File: src/rtl/run_ctrl.sv
// Run controller: turns the start/done handshake into core enable and PC reset,
// detects program completion, counts RUN cycles and trips a watchdog on runaway programs.
module run_ctrl #(
    parameter int PROG_LENGTH = 119,
    parameter int PC_W        = 10,
    parameter int MAX_CYCLES  = 50000
) (
    input  logic            clk,
    input  logic            reset,
    input  logic            start,
    input  logic [PC_W-1:0] pc,
    input  logic            halt_instr,
    output logic            run_en,
    output logic            pc_rst,
    output logic            done,
    output logic            timeout,
    output logic            overrun,
    output logic [15:0]     cycles
);

    localparam logic [PC_W-1:0] LAST_PC = PC_W'(PROG_LENGTH);
    localparam logic [15:0]     WD_LAST = 16'(MAX_CYCLES - 1);

    typedef enum logic [1:0] {
        S_IDLE,
        S_ARMED,
        S_RUN,
        S_DONE
    } state_t;

    state_t      state_q, state_d;
    logic [15:0] cycles_q, cycles_d;
    logic        timeout_q, timeout_d;
    logic        overrun_q, overrun_d;

    logic pc_last, pc_over, wd_trip;

    assign pc_last = (pc == LAST_PC);
    assign pc_over = (pc > LAST_PC);
    assign wd_trip = (cycles_q == WD_LAST);

    always_ff @(posedge clk) begin
        if (!reset) begin
            state_q   <= S_IDLE;
            cycles_q  <= '0;
            timeout_q <= 1'b0;
            overrun_q <= 1'b0;
        end else begin
            state_q   <= state_d;
            cycles_q  <= cycles_d;
            timeout_q <= timeout_d;
            overrun_q <= overrun_d;
        end
    end

    always_comb begin
        state_d   = state_q;
        cycles_d  = cycles_q;
        timeout_d = timeout_q;
        overrun_d = overrun_q;
        unique case (state_q)
            S_IDLE: begin
                if (start) state_d = S_ARMED;
            end
            S_ARMED: begin
                // The run begins on the falling edge of start, seen as a low sample here.
                if (!start) begin
                    state_d   = S_RUN;
                    cycles_d  = '0;
                    timeout_d = 1'b0;
                    overrun_d = 1'b0;
                end
            end
            S_RUN: begin
                cycles_d = cycles_q + 16'd1;
                if (pc_over) overrun_d = 1'b1;
                if (wd_trip) timeout_d = 1'b1;
                if (pc_last || pc_over || halt_instr || wd_trip) state_d = S_DONE;
            end
            S_DONE: begin
                if (start) state_d = S_ARMED;
            end
            default: state_d = S_IDLE;
        endcase
    end

    // Control outputs decode the state register only, so no input reaches them combinationally.
    assign run_en  = (state_q == S_RUN);
    assign pc_rst  = (state_q == S_IDLE) || (state_q == S_ARMED);
    assign done    = (state_q == S_DONE);
    assign timeout = timeout_q;
    assign overrun = overrun_q;
    assign cycles  = cycles_q;

endmodule

File: config.mk
export PLATFORM = sky130hd
export DESIGN_NAME = run_ctrl
export DESIGN_NICKNAME = d
export VERILOG_FILES = /design/src/rtl/run_ctrl.sv
export SDC_FILE = /design/constraint.sdc
export NUM_CORES = 1
export LEC_CHECK = 0
export BUFFER_PORTS_ARGS = -buffer_cell sky130_fd_sc_hd__buf_2
export CAP_MARGIN = 0
export CORE_UTILIZATION = 30
export DETAILED_ROUTE_END_ITERATION = 10
export GPL_TIMING_DRIVEN = 0
export PLACE_DENSITY = 0.56
export SYNTH_ARGS = -nofsm -noshare
export SYNTH_HDL_FRONTEND = slang
export SYNTH_SLANG_ARGS = --single-unit
File: constraint.sdc
create_clock -name clk -period 4.1 [get_ports clk]
set_clock_uncertainty 0.05 [all_clocks]
set_input_delay 0.205 -clock clk [delete_from_list [all_inputs] [get_ports clk]]
set_output_delay 0.205 -clock clk [all_outputs]
set_load 0.05 [all_outputs]
==> summary.md, run 1 <==
| Metric | Value |
|---|---|
| Status | `finished, final reports clean` |
| Hold Buf Count CTS | `0` |
| DRC viols | `0` |
| FP Rows | `21` |
| HP Class | `primary input to register` |
| RSZ-0062 raised after global routing | `false` |
| Flop and latch count out of synthesis | `20` |
| Total grt overflow | `0` |
| Max-capacitance violation count | `0` |
| Min Tclk post-route | `2.38 ns` |
| Slew @ Worst Pin | `0.558 ns` |
| Cts repair resizes | `0` |
| Drt first pass iters | `4` |
| Most common cell after layout, fill and taps aside | `buf_2` |
| Peak supply drop | `0.338 mV` |
| Tcrit/Tclk final | `58.0%` |
| Worst Path Class, Setup | `register to register` |
| CP endpoint kind | `register` |
| Number of I/O pins | `35` |
| Slew headroom | `62.5%` |
| Ant diodes | `0` |
| Via Count | `1126` |
| CP startpoint | `state_q[1]` |
| Vias per cell | `5.31` |
| Crit path DAT | `2.58 ns` |
| Cell area power density | `435 nW/um^2` |
| Netlist cell types | `33` |
| Number of clock sinks | `20` |
| CP peak stage delay | `0.55 ns` |
| Layout Nets | `187` |
| CP Data Required Time | `4.30 ns` |
| Maximum clock insertion buffer count | `2` |
| Post-Route WL | `2660 um` |
| Worst-path fanout max | `10` |
| Slew Viols, Final | `0` |
| Final ANT Viol Nets | `0` |
| Total power | `583 uW` |
| Initial antenna violation count | `0` |
| Post-Synthesis Net Count | `148` |
| Synthesis Warnings | `0` |
| CP max stage cell | `or4b_4` |
| Most frequent cells in the layout | `buf_2, dfxtp_1, nor2_1, a21oi_1, nand3_1` |
| Worst-skew pair later-pin latency | `0.31 ns` |
| Area Overhead vs Synth | `24.5%` |
| Avg WL per Cell | `12.5 um` |
| Layout cells sized above 1 | `27.7%` |
| Max frequency | `0.420 GHz` |
| Final setup vio count | `0` |
| Final Cell Area | `1340 um^2` |
| Syn Inst Count | `128` |
| Final hold vios | `0` |
| Die W | `61.9 um` |
| Initial Util | `31.8%` |
| Syn_area_per_cell | `8.42 um^2` |
| Mapped Area | `1080 um^2` |
| CTS tree | `built` |
| IO buf count | `34` |
| Largest net degree at the start of global routing | `12` |
| CTS Root Cell | `clkbuf_4` |
| Fillers | `360` |
| Core area | `3390 um^2` |
| Die height | `61.9 um` |
| Final instance count without filler cells | `212` |
| R2r startpoint | `state_q[1]` |
| Final Wtd Congestion | `0.753` |
| Num CTS Buffers | `3` |
| Hpwl dp | `2070 um` |
| Buffer count from post-CTS setup fixing | `0` |
| Die ar. | `3830 um^2` |
| Leakage | `0.527 nW` |
| Starting DRC count in detailed routing | `42` |
| Worst-path clk slew | `0.12 ns` |
| Fin Setup TNS | `0 ns` |
| Final core occ | `39.6%` |
| Crit start category | `register` |
| Vias in the first global route | `1058` |
| Inst Count DP | `208` |
| Hold Crit Start | `reset` |
| H-tree depth | `1` |
| Seq/Total Area, Yosys | `37.2%` |
| Placement Cell Area | `1310 um^2` |
| CP Cell Sequence | `inv_1 > ha_1 > and2_1 > buf_6 > or4b_4 > clkbuf_2 > or3_1 > a21oi_1` |
| Tot GR Track Use | `16.0%` |
| Global-route wire length before repair | `4560 um` |
[per-layer routing]
layer	track usage, %	part of all wire (%)
met1	19.2	45
met2	29.0	50
met3	4.55	4.2
met4	2.54	0.49
met5	0	0
[cells in the mapped netlist (all sizes together)]
library cell | number | area (um^2)
xor2 | 1 | 8.76
and2 | 2 | 12.5
or4 | 4 | 30.0
nor2 | 11 | 41.3
nand2 | 6 | 22.5
or4bb | 2 | 22.5
xnor2 | 3 | 26.3
dfxtp | 20 | 400
or4b | 2 | 23.8
nand4b | 1 | 8.76
clkbuf | 2 | 8.75
o311ai | 2 | 17.5
nor3b | 1 | 7.51
o2111ai | 2 | 17.5
o21ba | 1 | 10.0
inv | 7 | 26.3
nand4 | 2 | 12.5
ha | 6 | 75.1
o21ai | 9 | 45.0
o31ai | 4 | 30.0
nor3 | 4 | 20.0
nor4 | 3 | 18.8
or2 | 3 | 18.8
a32oi | 1 | 8.76
a21oi | 11 | 55.1
a31oi | 2 | 12.5
nand3 | 9 | 45.0
and4 | 1 | 8.76
buf | 1 | 11.3
or3 | 5 | 31.3
[power breakdown]
part	leakage, nW	internal (mW)	total [mW]	switching [mW]
clock	0.0210	0.0543	0.119	0.0646
combinational	0.345	0.0692	0.236	0.167
sequential	0.162	0.211	0.228	0.0173
total	0.527	0.335	0.583	0.249
[kinds of logic (layout without fill, tap and decap cells)]
group / count (synthesis) / in the layout / share of synthesized area [%]
adder cells (fa/ha/maj): 6 / 6 / 6.97
AND/OR/NAND/NOR: 56 / 56 / 30.1
XOR/XNOR: 4 / 4 / 3.25
flip-flops: 20 / 20 / 37.2
AO/OA/AOI/OAI: 32 / 32 / 18.2
buffers and inverters: 10 / 48 / 4.30
[sequential cells by signal, indices dropped and copies added (netlist names)]
name	cells
cycles	16
state_q	2
overrun	1
timeout	1
[worst paths after layout]
| check | end | slack [ns] | cells after the start |
|---|---|---|---|
| max reg2reg | cycles[9] | 1.72 | 8 |
| min | state_q[0] | 0.16 | 3 |
| max | cycles[9] | 1.72 | 8 |
| min reg2reg | timeout | 0.43 | 2 |
[final cells by class]
class	count	area, um^2	area share, %
clock buffer	4	36.3	2.71
tap	46	57.6	4.29
buffer	3	20.0	1.49
timing repair buffer	34	170	12.7
inverter	7	26.3	1.96
sequential	20	400	29.9
multi-input combinational	98	631	47.0
[critical path: cells and delay by family, from the launching register on]
| family | cells | cell delay [ns] |
|---|---|---|
| and+or+nand+nor | 3 | 1.07 |
| buffers and inverters | 3 | 0.43 |
| adders and majority gates | 1 | 0.24 |
| AOI/OAI and AO/OA | 1 | 0.14 |
| DFF | 1 | 0.41 |
[per-stage QoR]
stage	setup WS (ns)	hold slack, ns
2_1_floorplan	1.68	0.310
3_3_place_gp	1.80	0.402
3_5_place_dp	1.75	0.417
4_1_cts	1.73	0.153
5_1_grt	1.57	0.162
6_report	1.72	0.165
No activity file was read; power rests on OpenSTA's default activity.
==> run 2: changes to the inputs <==
--- a/config.mk
+++ b/config.mk
@@ -10,7 +10,7 @@
 export CORE_UTILIZATION = 30
 export DETAILED_ROUTE_END_ITERATION = 10
 export GPL_TIMING_DRIVEN = 0
-export PLACE_DENSITY = 0.56
+export PLACE_DENSITY = 0.58
 export SYNTH_ARGS = -nofsm -noshare
 export SYNTH_HDL_FRONTEND = slang
 export SYNTH_SLANG_ARGS = --single-unit
==> constraint.sdc (replaced) <==
create_clock -name clk -period 1.99 [get_ports clk]
set_clock_uncertainty 0.05 [all_clocks]
set_input_delay 0.0995 -clock clk [delete_from_list [all_inputs] [get_ports clk]]
set_output_delay 0.0995 -clock clk [all_outputs]
set_load 0.05 [all_outputs]
==> summary.md, run 2 (synthesized netlist as in run 1, its figures left out) <==
| Metric | Value |
|---|---|
| Placement Cell Area | `1350 um^2` |
| Max-capacitance violation count | `0` |
| H-tree depth | `1` |
| Die height | `61.9 um` |
| Final setup vio count | `0` |
| Starting DRC count in detailed routing | `64` |
| Layout cells sized above 1 | `40.4%` |
| Avg WL per Cell | `12.9 um` |
| Peak supply drop | `0.631 mV` |
| Ant diodes | `0` |
| Final ANT Viol Nets | `0` |
| Number of clock sinks | `20` |
| Status | `finished, final reports clean` |
| Via Count | `1138` |
| IO buf count | `34` |
| Initial Util | `31.8%` |
| Core area | `3390 um^2` |
| CTS Root Cell | `clkbuf_4` |
| Num CTS Buffers | `3` |
| CP Data Required Time | `2.18 ns` |
| Fin Setup TNS | `0 ns` |
| Global-route wire length before repair | `4620 um` |
| Inst Count DP | `208` |
| Leakage | `0.578 nW` |
| Min Tclk post-route | `1.99 ns` |
| Met3 GRT Util | `2.48%` |
| Max frequency | `0.503 GHz` |
| GRT busiest layer | `met2` |
| Final Hold Slack | `0.0687 ns` |
| Worst Path Class, Setup | `register to register` |
| Worst-path fanout max | `5` |
| Largest net degree at the start of global routing | `12` |
| Slew Viols, Final | `0` |
| CP endpoint kind | `register` |
| Total grt overflow | `0` |
| Area Overhead vs Synth | `35.4%` |
| DRC viols | `0` |
| Slew @ Worst Pin | `0.379 ns` |
| Grt met1 use | `20.5%` |
| Die ar. | `3830 um^2` |
| Met2 usage | `29.0%` |
| Slew headroom | `74.7%` |
| Vias in the first global route | `1027` |
| Cell area power density | `857 nW/um^2` |
| Drt first pass iters | `4` |
| Final instance count without filler cells | `217` |
| Die W | `61.9 um` |
| Max reg flops | `16` |
| Final core occ | `43.0%` |
| Post-Route WL | `2800 um` |
| Most common cell after layout, fill and taps aside | `buf_2` |
| Final Wtd Congestion | `0.720` |
| Crit start category | `register` |
| Total power | `1.25 mW` |
| RSZ-0062 raised after global routing | `true` |
| Maximum clock insertion buffer count | `2` |
| Most frequent cells in the layout | `buf_2, dfxtp_1, a21oi_1, nor2_1, nand3_1` |
| Initial antenna violation count | `0` |
| Vias per cell | `5.24` |
| Final hold vios | `0` |
| Crit path DAT | `2.18 ns` |
| Hpwl dp | `2060 um` |
| FP Rows | `21` |
| Number of I/O pins | `35` |
| Final WS setup | `0.00235 ns` |
| HP Class | `primary input to register` |
| Pre-CTS WS | `-0.160 ns` |
| Worst-skew pair later-pin latency | `0.30 ns` |
| Tcrit/Tclk final | `99.9%` |
| CTS tree | `built` |
| Final Cell Area | `1460 um^2` |
| Layout Nets | `192` |
| Tot GR Track Use | `16.4%` |
| Worst-path clk slew | `0.12 ns` |
| Fillers | `347` |
==> run 2: changes by cell type in the layout (fill, tap and decap cells not counted), sizes merged <==
cell,delta
buf,+5
==> run 2: final timing paths <==
check	slack [ns]	cells after the start	end	from
setup / recovery	0.002	7	cycles[7]	state_q[1]
hold / removal	0.07	3	state_q[1]	reset
setup reg to reg	0.002	7	cycles[7]	state_q[1]
hold reg to reg	0.43	2	overrun	overrun
==> run 2: final cells by class <==
| class | count | area (um^2) | share of cell area [%] |
|---|---|---|---|
| buffer | 2 | 20.0 | 1.37 |
| clock buffer | 4 | 26.3 | 1.80 |
| inverter | 7 | 28.8 | 1.97 |
| multi-input combinational | 98 | 697 | 47.8 |
| sequential | 20 | 410 | 28.1 |
| tap | 46 | 57.6 | 3.95 |
| timing repair buffer | 40 | 219 | 15.0 |
==> run 2: timing repair <==
item                       CTS  global route
buffers inserted             3             2
setup endpoints to repair   15            16
cloned                       1             0
gates resized for setup      7             8
hold buffers                 0             0
pin swaps                    9             6
==> run 2: power breakdown <==
group          switching [mW]  internal [mW]
logic                   0.370          0.187
clock network           0.128         0.0781
registers              0.0445          0.443
==> run 2: worst max-delay path, stage by stage (launching register included) <==
cell and delay, ns:
dfxtp_4 0.39, inv_4 0.05, ha_4 0.16, and2_4 0.14
or4b_4 0.55, buf_8 0.15, or3_1 0.30, a21oi_1 0.15
==> run 2: metal layers <==
metal | vias to the layer above | routed length [um]
li1 | 570 | -
met1 | 531 | 1260
met2 | 33 | 1370
met3 | 4 | 125
met4 | 0 | 35
met5 | - | 0
